===== config.mk =====
export PLATFORM = sky130hd
export DESIGN_NAME = depacketizer_v2
export DESIGN_NICKNAME = d
export VERILOG_FILES = /design/src/rtl/noc_pkt_pkg.sv /design/src/rtl/pkt_skid_buffer.sv /design/src/rtl/depacketizer_v2.sv
export SDC_FILE = /design/constraint.sdc
export NUM_CORES = 2
export LEC_CHECK = 0
export CAP_MARGIN = 30
export CORE_MARGIN = 1.5
export CORE_UTILIZATION = 27
export DETAILED_ROUTE_END_ITERATION = 12
export DONT_BUFFER_PORTS = 1
export MAX_ROUTING_LAYER = met4
export PLACE_DENSITY = 0.45
export SLEW_MARGIN = 5
export SYNTH_ARGS = -nofsm -noshare
export SYNTH_HDL_FRONTEND = slang
export SYNTH_SLANG_ARGS = --single-unit
export TNS_END_PERCENT = 20

===== constraint.sdc =====
create_clock -name clk -period 2.5 [get_ports clk]
set_input_delay 0.5 -clock clk [delete_from_list [all_inputs] [get_ports clk]]
set_output_delay 0.5 -clock clk [all_outputs]
set_load 0.1 [all_outputs]

===== src/rtl/noc_pkt_pkg.sv =====
// noc_pkt_pkg: flit field offsets and payload sizing shared by the
// NoC packetizer/depacketizer pair.
package noc_pkt_pkg;

    // Header field offsets, counted down from the flit MSB.
    localparam int HDR_VALID = 0;
    localparam int HDR_HEAD  = 1;
    localparam int HDR_TAIL  = 2;
    localparam int HDR_VC    = 3;

    typedef enum logic {
        EXPECT_HEAD = 1'b0,
        IN_BODY     = 1'b1
    } depkt_state_e;

    // Raw payload width of one flit; only flit 1 of a head word
    // carries the destination field.
    function automatic int payload_w(int fw, int aw, int vcw,
                                     bit head_f1);
        return fw - HDR_VC - vcw - (head_f1 ? aw : 0);
    endfunction

    // Payload width left after clipping against the output width.
    function automatic int clip_w(int pw, int used, int wout);
        if (used >= wout)
            return 0;
        if (used + pw > wout)
            return wout - used;
        return pw;
    endfunction

    // Output bits already consumed by flits 0..k-1.
    function automatic int used_before(int fw, int aw, int vcw,
                                       int wout, int k, bit head);
        int u;
        u = 0;
        for (int i = 0; i < k; i++)
            u += clip_w(payload_w(fw, aw, vcw, head && (i == 0)),
                        u, wout);
        return u;
    endfunction

endpackage


===== src/rtl/pkt_skid_buffer.sv =====
// pkt_skid_buffer: 2-entry skid buffer, registered push_ready = not full.
// Ports: clk, rst_n, push_* (upstream), pop_* (downstream).
module pkt_skid_buffer #(
    parameter int WIDTH = 8
) (
    input  logic             clk,
    input  logic             rst_n,
    input  logic [WIDTH-1:0] push_data,
    input  logic             push_valid,
    output logic             push_ready,
    output logic [WIDTH-1:0] pop_data,
    output logic             pop_valid,
    input  logic             pop_ready
);

    logic [1:0]       count;
    logic [1:0]       count_nx;
    logic [WIDTH-1:0] ent0;
    logic [WIDTH-1:0] ent1;
    logic             ready_q;
    logic             push;
    logic             pop;

    assign push       = push_valid & ready_q;
    assign pop        = pop_valid & pop_ready;
    assign pop_valid  = (count != 2'd0);
    assign pop_data   = ent0;
    assign push_ready = ready_q;

    always_comb begin
        count_nx = count + {1'b0, push} - {1'b0, pop};
    end

    always_ff @(posedge clk or negedge rst_n) begin
        if (!rst_n) begin
            count   <= 2'd0;
            ent0    <= '0;
            ent1    <= '0;
            ready_q <= 1'b0;
        end else begin
            count   <= count_nx;
            ready_q <= (count_nx != 2'd2);
            // ent0 is always the oldest word; push on a full buffer
            // cannot happen since ready is low then.
            if (pop) begin
                if (count == 2'd2)
                    ent0 <= ent1;
                else if (push)
                    ent0 <= push_data;
            end else if (push) begin
                if (count == 2'd0)
                    ent0 <= push_data;
                else
                    ent1 <= push_data;
            end
        end
    end

endmodule


===== src/rtl/depacketizer_v2.sv =====
// depacketizer_v2: splits a 4-flit NoC word into header fields and a
// packed payload, through a 2-entry skid buffer (latency 1).
// Ports: i_data_in/i_valid_in/i_ready_out in; o_data_out, o_dest_out,
// o_vc_out, o_head_out, o_tail_out, o_valid_out/o_ready_in out;
// o_err_out sticky format error (only with DEPACKETIZER_ERR_CHECK_EN).
module depacketizer_v2
    import noc_pkt_pkg::*;
#(
    parameter int ADDRESS_WIDTH    = 4,
    parameter int VC_ADDRESS_WIDTH = 1,
    parameter int WIDTH_IN         = 532,
    parameter int WIDTH_OUT        = 512
) (
    input  logic                        clk,
    input  logic                        rst_n,
    input  logic [WIDTH_IN-1:0]         i_data_in,
    input  logic                        i_valid_in,
    output logic                        i_ready_out,
    output logic [WIDTH_OUT-1:0]        o_data_out,
    output logic [ADDRESS_WIDTH-1:0]    o_dest_out,
    output logic [VC_ADDRESS_WIDTH-1:0] o_vc_out,
    output logic                        o_head_out,
    output logic [2:0]                  o_tail_out,
    output logic                        o_valid_out,
    input  logic                        o_ready_in,
    output logic                        o_err_out
);

    localparam int FW    = WIDTH_IN / 4;
    localparam int AW    = ADDRESS_WIDTH;
    localparam int VCW   = VC_ADDRESS_WIDTH;
    localparam int BUF_W = WIDTH_OUT + AW + VCW + 4;

    depkt_state_e state, state_nx;

    logic [3:0]           f_valid;
    logic [3:0]           f_head;
    logic [3:0]           f_tail;
    logic [VCW-1:0]       f_vc [4];
    logic [WIDTH_OUT-1:0] part_h [4];
    logic [WIDTH_OUT-1:0] part_b [4];

    logic                 accept;
    logic                 head_word;
    logic                 tail_any;
    logic [1:0]           tail_idx;
    logic [WIDTH_OUT-1:0] data;
    logic [AW-1:0]        dest;
    logic [BUF_W-1:0]     buf_d;
    logic [BUF_W-1:0]     buf_q;

    // Each flit yields its clipped payload already shifted into place,
    // once laid out as a head word and once as a body word.
    for (genvar k = 0; k < 4; k++) begin : g_flit
        localparam int TOP = WIDTH_IN - 1 - k * FW;
        localparam int H_U = used_before(FW, AW, VCW, WIDTH_OUT, k, 1'b1);
        localparam int H_W = clip_w(payload_w(FW, AW, VCW, k == 0),
                                    H_U, WIDTH_OUT);
        localparam int H_O = HDR_VC + VCW + ((k == 0) ? AW : 0);
        localparam int B_U = used_before(FW, AW, VCW, WIDTH_OUT, k, 1'b0);
        localparam int B_W = clip_w(payload_w(FW, AW, VCW, 1'b0),
                                    B_U, WIDTH_OUT);
        localparam int B_O = HDR_VC + VCW;

        assign f_valid[k] = i_data_in[TOP-HDR_VALID];
        assign f_head[k]  = i_data_in[TOP-HDR_HEAD];
        assign f_tail[k]  = i_data_in[TOP-HDR_TAIL];
        assign f_vc[k]    = i_data_in[TOP-HDR_VC -: VCW];

        if (H_W > 0) begin : g_h
            assign part_h[k] = WIDTH_OUT'(i_data_in[TOP-H_O -: H_W])
                               << (WIDTH_OUT - H_U - H_W);
        end else begin : g_hz
            assign part_h[k] = '0;
        end

        if (B_W > 0) begin : g_b
            assign part_b[k] = WIDTH_OUT'(i_data_in[TOP-B_O -: B_W])
                               << (WIDTH_OUT - B_U - B_W);
        end else begin : g_bz
            assign part_b[k] = '0;
        end
    end

    // The flit head bit is always 1 in flit 1, so head-word identity
    // comes from the FSM; the bits only feed the format check.
    logic unused_head;
    assign unused_head = ^f_head;

    assign accept    = i_valid_in & i_ready_out;
    assign head_word = (state == EXPECT_HEAD);

    // Descending scan so the lowest tailed flit wins.
    always_comb begin
        tail_any = 1'b0;
        tail_idx = 2'd0;
        for (int i = 3; i >= 0; i--) begin
            if (f_valid[i] && f_tail[i]) begin
                tail_any = 1'b1;
                tail_idx = 2'(i);
            end
        end
    end

    always_comb begin
        data = '0;
        for (int i = 0; i < 4; i++)
            data |= head_word ? part_h[i] : part_b[i];
    end

    assign dest  = head_word ?
                   i_data_in[WIDTH_IN-1-HDR_VC-VCW -: AW] : '0;
    assign buf_d = {head_word, tail_any, tail_idx, f_vc[0], dest, data};

    always_ff @(posedge clk or negedge rst_n) begin
        if (!rst_n)
            state <= EXPECT_HEAD;
        else
            state <= state_nx;
    end

    always_comb begin
        state_nx = state;
        if (accept)
            state_nx = tail_any ? EXPECT_HEAD : IN_BODY;
    end

    pkt_skid_buffer #(
        .WIDTH (BUF_W)
    ) u_skid (
        .clk        (clk),
        .rst_n      (rst_n),
        .push_data  (buf_d),
        .push_valid (i_valid_in),
        .push_ready (i_ready_out),
        .pop_data   (buf_q),
        .pop_valid  (o_valid_out),
        .pop_ready  (o_ready_in)
    );

    assign {o_head_out, o_tail_out, o_vc_out, o_dest_out, o_data_out} = buf_q;

`ifdef DEPACKETIZER_ERR_CHECK_EN
    logic vc_bad;
    logic err_q;

    always_comb begin
        vc_bad = 1'b0;
        for (int i = 1; i < 4; i++)
            if (f_valid[i] && (f_vc[i] != f_vc[0]))
                vc_bad = 1'b1;
    end

    always_ff @(posedge clk or negedge rst_n) begin
        if (!rst_n)
            err_q <= 1'b0;
        else if (accept && (!f_valid[0] || !f_head[0] || vc_bad))
            err_q <= 1'b1;
    end

    assign o_err_out = err_q;
`else
    assign o_err_out = 1'b0;
`endif

endmodule


# Yosys cells after proc, flatten, opt, wreduce, memory -nomap -nowiden
# Cells that the tools add are included.
# totals
ff_bits	1046
inputBits	536
out_inout_bits	524
word_cells	47
# classes
n_addsub	2
eq_ne	2
muxes	19
bitwise	8
n_reduce_logical	11
# op_table
operator	n
$mux W521	5
$mux W512	1
$or A512 B129 Y512	1
$or A512 B258 Y512	1
$or A512 B387 Y512	1
$mux W387	1
$mux W258	1
$mux W129	1
$mux W2	4
$reduce_bool A2 Y1	4
$reduce_and A3 Y1	2
$mux W1	5
$logic_and A1 B1 Y1	4
$mux W4	1
$not A1 Y1	3
$add A2 B1 Y2	1
$and A1 B1 Y1	2
$eq A2 B2 Y1 const B	1
$logic_not A2 Y1	1
$ne A2 B2 Y1 const B	1
$sub A2 B1 Y2	1

# Logic depth before layout (Yosys ltp)
# logic_depth
word_depth	8
ltp_mapped	9
ltp_nobuf	7

# Cells and area by module
# Synthesis repeated with hierarchy kept, for this count alone.
# hier_totals
hier_cells	3385
area_unflattened_um2	51909.8
# modules_own_cells
mod	n_inst	cells_each	area_each_um2	seq_area_each_um2
pkt_skid_buffer	1	2797	45205.9	26150.1
depacketizer_v2	1	588	6703.9	25.0

# Worst setup path after synthesis
# Ideal clock, no wire load.
# synth_path
kind	register -> register
start	register u_skid.ready_q (netlist: u_skid.push_ready)
end	register u_skid.ent1[503]
setup_time_ps	135
arrival_ps	2060
required_time_ps	2365
setup_slack_ps	305
stages_incl_launch_ff	10
n_path_buf	4
period_less_slack_ps	2195
cell_sequence	dfrtp_1 -> nand2_1 -> inv_1 -> nand2_2 -> buf_4 -> buf_6 -> buf_6 -> buf_6 -> nand2_1 -> o21ai_0
# synth_via
elab_chain_len	2
# synth_rtl
element	line	source
start: declaration	pkt_skid_buffer.sv:20	logic ready_q;
start signal: assignment	pkt_skid_buffer.sv:42	ready_q <= (count_nx != 2'd2);
$and A1 B1 Y1	-	
net accept	depacketizer_v2.sv:43	logic accept;
$reduce_and A3 Y1 (no source line)	-	
end signal: assignment	pkt_skid_buffer.sv:54	ent1 <= push_data;
end: declaration	pkt_skid_buffer.sv:19	logic [WIDTH-1:0] ent1;
# The timed path passes the listed nets, and every way through them passes these cells.
# A chain may end at the register's enable or synchronous reset.

# Final worst setup path
# layout_path
start	register state
end	register u_skid.ent1[125]
# layout_via
elab_chain_len	3
elab_cells_between_ends	4
cone_classes	mux (2); bitwise (2)
# layout_rtl
element	line	source
start: declaration	depacketizer_v2.sv:34	depkt_state_e state, state_nx;
start signal: assignment	depacketizer_v2.sv:119	state <= state_nx;
$mux W258	depacketizer_v2.sv:108	data |= head_word ? part_h[i] : part_b[i];
$or A512 B258 Y512	depacketizer_v2.sv:108	
$or A512 B129 Y512 *	depacketizer_v2.sv:108	
# Mark *: on every way between the ends. The rest lies on a longest branch, timed or not.

==> metrics <==
Slew @ Worst Pin=1100 ps; most used cells in the layout excluding fill and tap cells=nand2_1 (1,045), dfrtp_1 (1,045), o21ai_0 (1,013); number of cells in the finished layout apart from fillers=8,649; most common cell type on the critical path=buf_12; status=finished with violations; sequential cell area fraction in the yosys report=55.2%; Initial Util=27.2%; TritonCTS clock tree=yes; post-synthesis cell count=5,117; maximum clock frequency=422 MHz; Layout Area Growth over Synthesis=38.4%; relative max-transition margin=26.8%; height of the chip=422 um; final wirelength=177,000 um; via count of the first global-routing pass=40,300; count of nets left with antenna violations after detail routing=0; syn avg cell area=9.26 um2; violated checks=negative hold slack; final-report hold violation count=170; share of the synthesized area in the top cell type=55.2%; final critical-path required period=2370 ps; number of buffers added by the clock tree synthesis step=131; share of final-layout standard cells stronger than drive strength 1=12.7%; largest fanout on the critical path=45; initial antenna violation count=24; Hold WC Path Type=primary input to asynchronous set/reset pin; Max stage delay cell, worst path=dlygate4sd3_1; post-synthesis cell area=47,400 um2; critical setup path kind=flip-flop to flip-flop; reg-to-reg endpoint=u_skid.ent1[125]; Max-Cap Viols=0; Setup violations, final=0; Avg WL per Cell=20.5 um; clock root cell=clkbuf_16; Post-route DRC=0; crit path to=u_skid.ent1[125]; sequence of cells on the critical path=buf_12, buf_12, buf_4, mux2i_1, dlygate4sd3_1, o21ai_0; unrepaired setup endpoints after global routing=true; length in cells of the worst reg-to-reg path=6; placed instance count=7,618; Arrival @ worst endpoint=3040 ps; number of library cell types mapped by synthesis=29; count of instances resized after the clock tree is built=0; Slew Viols, Final=0; setup skew after layout=41.1 ps; count of input and output buffers=0; all-layer global routing usage=20.1%; fraction of the cycle the final worst path needs=94.8%; area enclosed by the die boundary=178,000 um2; post-DR vias/cell=4.65; CP endpoint kind=flip-flop; TritonCTS Sinks=1,046; vias after detailed routing=40,200; Clock Path Buffers=3; Horiz. Die Dim=422 um; global-route wire length before repair=265,000 um; Hold Slack=-247 ps; setup bufs post-CTS=0; FP Rows=153; Starting DRT DRC Count=2,795; 1st-pass router iterations=8; sum of net half-perimeters after detailed placement=119,000 um; Core Area=174,000 um2; I/O pins=1,060; Filler cells=17,500; Synthesized Nets=5,655; R2R Setup Slk=130 ps; Reg clk slew, reported paths=60 ps; library cell with the largest summed area after synthesis=dfrtp_1; clock network latency to the later pin of the worst-skew pair=800 ps; total global routing overflow=0; total number of nets in the final design=6,737; yosys warns=0; startpoint class of the critical path=flip-flop; global placement routability congestion=0.883; flip-flop and latch count after synthesis=1,046; Crit path required time=3170 ps; pin count of the biggest net entering global routing=1,047; Critical Path Source=state; startpoint of the worst-slack reg-to-reg timing path=state; largest cells by area after synthesis=dfrtp_1 (55%), mux2i_1 (11%), o21ai_0 (11%); total number of H-tree levels=4; number of buffers inserted for hold repair after clock tree synthesis=765; Crit path largest cell delay=580 ps
kinds of logic after synthesis:
logic type                 Yosys count  synth area share, %
buffers and inverters              408                 4.59
and+or+nand+nor                   1581                 12.6
other                                1              0.00791
DFF                               1046                 55.2
xor gates and xnor gates             2               0.0370
muxes                              517                 10.9
adders and majority gates            2               0.0528
AOI/OAI and AO/OA                 1560                 16.5
area by class of cell:
class                      count  area, um2  area share [%]
tap                         2325       2910            4.43
clock inverter                39        572           0.872
multi-input combinational   3663      19100            29.1
sequential                  1046      26200            39.9
timing repair buffer        1353      12900            19.7
antenna                       22       55.1          0.0839
inverter                       4       15.0          0.0229
clock buffer                 197       3860            5.88
flip-flops by register name, summed over array words and instances (netlist names):
| signal | count |
|---|---|
| state | 1 |
| u_skid.count | 2 |
| u_skid.ent1 | 521 |
| u_skid.pop_data | 521 |
| u_skid.push_ready | 1 |
Yosys cell counts (all sizes together):
library cell and instances:
mux2 3, nor3b 1, a31oi 5, inv 4
nand2 1046, mux2i 514, buf 298, o21ai 1037
nor2 521, o21ba 1, xnor2 2, and3 1
clkbuf 106, a22oi 1, conb 1, a21boi 1
ha 2, a22o 1, nor2b 1, dfrtp 1046
a32o 1, nand2b 10, a21oi 513, nand3b 1
metrics by stage:
stage	hold slack (ps)	worst slack, ps	setup TNS [ps]	util [%]	area, um2
detailed placement	253	389	0	30.6	53200
CTS	-617	128	0	37.5	65300
finish	-247	129	0	37.7	65600
global placement	245	375	0	30.6	53200
floorplan	204	305	0	-	47400
global route	-219	-96.3	-6340	37.7	65600
layer usage:
metal | GRT usage, % | share of wire (%) | routed length (um)
met1 | 22.8 | 39 | 69700
met2 | 32.2 | 48 | 84900
met3 | 5.93 | 7.5 | 13200
met4 | 9.61 | 5.2 | 9220
met5 | - | 0 | 0
critical path, delay by kind of cell, from the launching register on:
| family | cells | cell delay (ps) |
|---|---|---|
| compound gates | 1 | 80 |
| flops | 1 | 510 |
| buf+inv | 4 | 1310 |
| mux | 1 | 240 |
worst min path at each step:
stage                      endpoint  slack (ps)  depth (start not counted)  startpoint
3_3_place_gp   u_skid.pop_data[354]         250                          0       rst_n
3_5_place_dp   u_skid.pop_data[354]         250                          0       rst_n
6_report       u_skid.pop_data[354]        -250                          1       rst_n
5_1_grt        u_skid.pop_data[354]        -220                          1       rst_n
4_1_cts        u_skid.pop_data[354]        -620                          0       rst_n
2_1_floorplan                 state         200                          0       rst_n
Power is left out: the tool's default activity adds up to more than one toggle a clock period on the data nets, which glitch-free logic cannot reach.
